[config.mk]
export PLATFORM = sky130hd
export DESIGN_NAME = nand_stim_seq
export DESIGN_NICKNAME = d
export VERILOG_FILES = /design/src/rtl/nand_stim_seq.sv
export SDC_FILE = /design/constraint.sdc
export NUM_CORES = 1
export LEC_CHECK = 0
export CAP_MARGIN = 5
export CORE_MARGIN = 5
export CORE_UTILIZATION = 40
export CTS_BUF_LIST = sky130_fd_sc_hd__clkbuf_4 sky130_fd_sc_hd__clkbuf_8
export DETAILED_ROUTE_END_ITERATION = 10
export HOLD_SLACK_MARGIN = 0.06
export SLEW_MARGIN = 20
export SYNTH_ARGS = -nofsm -noshare
export SYNTH_HDL_FRONTEND = slang
export SYNTH_SLANG_ARGS = --single-unit
[constraint.sdc]
create_clock -name clk -period 3.26 [get_ports clk]
set_input_delay 0.652 -clock clk [delete_from_list [all_inputs] [get_ports clk]]
set_output_delay 0.652 -clock clk [all_outputs]
set_load 0.01 [all_outputs]
[src/rtl/nand_stim_seq.sv]
// Stimulus sequencer for a four-input NAND stage: walks all 16 {a,b,c,d} codes by button or timer.
// Optional build macro NAND_STIM_GRAY_EN selects Gray-coded stimulus instead of plain binary.
module nand_stim_seq #(
   parameter int DEBOUNCE_CYC = 16,
   parameter int AUTO_DIV     = 8
) (
   input  logic       clk,
   input  logic       rst_n,
   input  logic       btn_step,
   input  logic       auto_en,
   input  logic       hold,
   output logic       a,
   output logic       b,
   output logic       c,
   output logic       d,
   output logic [3:0] vec_idx,
   output logic       vec_valid,
   output logic       sweep_done
);

   localparam int DW = $clog2(DEBOUNCE_CYC + 1);
   localparam int TW = $clog2(AUTO_DIV);
   localparam logic [DW-1:0] DB_LAST = DW'(DEBOUNCE_CYC - 1);
   localparam logic [TW-1:0] T_LAST  = TW'(AUTO_DIV - 1);

   typedef enum logic [1:0] {IDLE, MAN, AUTO, DONE} state_t;

   function automatic logic [3:0] to_code(input logic [3:0] idx);
`ifdef NAND_STIM_GRAY_EN
      return idx ^ (idx >> 1);
`else
      return idx;
`endif
   endfunction

   logic          sync1_reg, sync2_reg;
   logic          db_level_reg;
   logic [DW-1:0] db_cnt_reg;
   logic          step_reg;

   // The step pulse is registered so the FSM never sees a combinational path from the debouncer.
   always_ff @(posedge clk or negedge rst_n) begin
      if (!rst_n) begin
         sync1_reg    <= 1'b0;
         sync2_reg    <= 1'b0;
         db_level_reg <= 1'b0;
         db_cnt_reg   <= '0;
         step_reg     <= 1'b0;
      end else begin
         sync1_reg <= btn_step;
         sync2_reg <= sync1_reg;
         step_reg  <= 1'b0;
         if (sync2_reg == db_level_reg) begin
            db_cnt_reg <= '0;
         end else if (db_cnt_reg >= DB_LAST) begin
            db_level_reg <= sync2_reg;
            db_cnt_reg   <= '0;
            step_reg     <= sync2_reg;
         end else begin
            db_cnt_reg <= db_cnt_reg + 1'b1;
         end
      end
   end

   state_t        state_reg, state_next;
   logic [3:0]    idx_reg, idx_next;
   logic          valid_reg, valid_next;
   logic          done_reg, done_next;
   logic [TW-1:0] timer_reg, timer_next;
   logic [3:0]    code_reg;

   always_ff @(posedge clk or negedge rst_n) begin
      if (!rst_n) begin
         state_reg <= IDLE;
         idx_reg   <= 4'd0;
         valid_reg <= 1'b0;
         done_reg  <= 1'b0;
         timer_reg <= '0;
         code_reg  <= 4'd0;
      end else begin
         state_reg <= state_next;
         idx_reg   <= idx_next;
         valid_reg <= valid_next;
         done_reg  <= done_next;
         timer_reg <= timer_next;
         code_reg  <= to_code(idx_next);
      end
   end

   always_comb begin
      state_next = state_reg;
      idx_next   = idx_reg;
      valid_next = valid_reg;
      done_next  = 1'b0;
      timer_next = timer_reg;
      case (state_reg)
         IDLE: begin
            idx_next   = 4'd0;
            valid_next = 1'b0;
            if (auto_en) begin
               state_next = AUTO;
               valid_next = 1'b1;
               timer_next = '0;
            end else if (step_reg) begin
               state_next = MAN;
               valid_next = 1'b1;
            end
         end
         MAN: begin
            if (auto_en) begin
               state_next = AUTO;
               timer_next = '0;
            end else if (step_reg) begin
               idx_next  = idx_reg + 4'd1;
               done_next = (idx_reg == 4'd15);
            end
         end
         AUTO: begin
            // Leaving auto mode wins over a coincident timer terminal: no increment.
            if (!auto_en) begin
               state_next = MAN;
            end else if (!hold) begin
               if (timer_reg >= T_LAST) begin
                  timer_next = '0;
                  if (idx_reg == 4'd15) begin
                     state_next = DONE;
                     done_next  = 1'b1;
                  end else begin
                     idx_next = idx_reg + 4'd1;
                  end
               end else begin
                  timer_next = timer_reg + 1'b1;
               end
            end
         end
         DONE: begin
            if (!auto_en) begin
               state_next = IDLE;
               idx_next   = 4'd0;
               valid_next = 1'b0;
            end
         end
         default: state_next = IDLE;
      endcase
   end

   assign {a, b, c, d} = code_reg;
   assign vec_idx      = idx_reg;
   assign vec_valid    = valid_reg;
   assign sweep_done   = done_reg;

endmodule
==> metrics.txt <==
clock-pin slew on the worst setup and hold paths=around 0.12 ns; Clock Tree Root=clkbuf_4; Largest register FFs=5; initial antenna violation count=0; Setup TNS Final=0 ns; Resize count post-CTS=0; Vias/cell=around 5.3; Area Growth Syn to Fin=17.2%; Peak VDD IR=0.533 mV; Final ANT Viol Nets=0; clock sinks=20; DR DRC count=0; Yosys warnings=0; area of the mapped netlist=between 1000 and 1500 um^2; share of cells above drive strength 1=9.40%; Detailed Route Iter0 Violations=30; first-pass GRT wire length=approximately 3700 um; Placement Setup Slack=slightly below 0.7 ns; status=finished clean; postcts setup bufs=0; Die ar.=3920 um^2; CTS Hold Bufs=0; fin. max-slew vios=0; GRT Overall Usage=11.4%; Nets=around 130; Inserted Clock Buffers=3; final hold vios=0; most common cell after layout, fill and taps aside=dfrtp_1; leakage power total=between 0.6 and 0.7 nW; type of destination of the critical path=flop; Synth area leader=dfrtp_1; clock period minus final worst setup slack=~2.3 ns; Yosys reg bits=20; max-cap viol count=0; Finished Core Util=47.9%; worst-path maximum fanout=10; port buffer count=14; final setup vio count=0; Clk Latency, worst-skew pair=roughly 0.30 ns; via count=a little under 800; CTS tree=built; setup slack after layout=about 1.0 ns; Crit Path Category=input pin to flop; Die X=62.6 um; vias in the first global route=~830; crit-path cells=clkdlybuf4s50_1 -> nand2b_2 -> or4b_4 -> and3_4 -> a311o_1; placer congestion estimate=about 0.75; initial core utilization=between 40% and 50%; most frequent cells in the layout=dfrtp_1 (20), clkdlybuf4s50_1 (14), inv_1 (9), nor2_1 (9), ha_1 (9); top cell type's share of synthesized area=a little under half; Crit-path slowest cell=clkdlybuf4s50_1; Max-slew headroom=a little under 40%; hold depth=0; Power Total=1.02 mW; Mapped Cells=between 100 and 150; Placed Area=about 1200 um^2; largest net degree at the start of global routing=21; Yosys cell types=35; sequential share of the synthesized area=between 40% and 50%; Die Ht=~63 um; wire length per cell=between 10 and 15 um; Final Cycle Share=between 60 and 70%; Levels on crit path=5; Hold Crit Class=flop to flop; achievable clock frequency=roughly 0.44 GHz; crit-path max cell delay=~0.67 ns; Worst EP arrival=2.46 ns; io pins=15; asr flop ratio synth=100%; crit-path leading delay family=simple AND/OR/NAND/NOR gates; CP required=about 3.5 ns; Hold Worst Slack=roughly 0.37 ns; Reg2Reg Depth=5; prevailing post-synth register cell=dfrtp_1; fin area=1300 um^2; worst path buffer plus inverter count=1; CTS H-Tree Depth=1; Worst Setup Start Kind=input pin; detailed placer's ending HPWL=1520 um; Finished Layout Cells=~150; Setup Skew=between 0.006 and 0.007 ns; Worst-Margin Slew=approximately 0.9 ns; power density over the cells=roughly 800 nW/um^2; Antenna diodes=0; Bufs on Longest Clock Path=2; first drt pass iteration count=4; GR Overflow Total=0; FP Rows=19; EDFF count, synth=0; largest cells by area after synthesis=dfrtp_1 (45%), ha_1 (10%), and3_1 (3.4%), inv_1 (3.0%), nor2_1 (3.0%); Avg Inst Size Synth=between 10 and 15 um^2; Syn Nets=around 120; WL final=slightly below 2000 um; core region area=between 2000 and 3000 um^2; RSZ-0062 raised after global routing=false; placed cells=~140
layer usage:
layer	global-route usage (%)	share of wire (%)	vias to the layer above
met5	0	0	-
met4	2.39	0.96	0
met3	3.96	3.6	2
met2	19.7	51	8
met1	13.5	44	385
li1	-	-	395
cell type report:
type                    count  area [um^2]
flip-flops and latches     20          500
fillers                   274         1410
repair buffers             14          140
well taps                  31         38.8
clock inverters             1         30.0
multi-input cells          70          533
clock buffers               3         22.5
inverters                   9         33.8
cell families after synthesis:
group	Yosys count	share of synthesized area, %
AOI/OAI and AO/OA	22	15.5
muxes	5	4.85
and+or+nand+nor	32	16.0
adders and majority gates	9	10.2
DFF	20	45.1
buffers and inverters	14	6.77
xor gates and xnor gates	2	1.58
worst reg2reg max path, stage by stage (launching register included):
cell and delay, ns:
dfrtp_1 0.41, ha_1 0.23, and3_1 0.19, ha_1 0.18, a211oi_1 0.49, mux2_2 0.39
path summary, 6_finish.rpt:
| kind | from | slack, ns | end |
|---|---|---|---|
| max in group asynchronous | rst_n | 1.86 | db_cnt_reg[4] |
| min in group asynchronous | rst_n | 0.84 | code_reg[2] |
| hold reg to reg | sync1_reg | 0.37 | sync2_reg |
| setup reg to reg | db_cnt_reg[0] | 1.28 | db_level_reg |
| setup / recovery | auto_en | 1.00 | state_reg[1] |
| hold / removal | sync1_reg | 0.37 | sync2_reg |
synth_stat cells, types with 3 or more instances:
master	instances
dfrtp_1	20
ha_1	9
inv_1	9
nor2_1	9
and3_1	6
nand2_1	6
buf_4	4
a211oi_1	3
mux2_2	3
o2bb2ai_1	3
power breakdown:
group | total, mW | internal, mW | switching [mW]
clock | 0.205 | 0.124 | 0.0813
combinational | 0.455 | 0.228 | 0.227
sequential | 0.358 | 0.298 | 0.0595
total | 1.02 | 0.650 | 0.368
No activity file was read; power rests on OpenSTA's default activity.
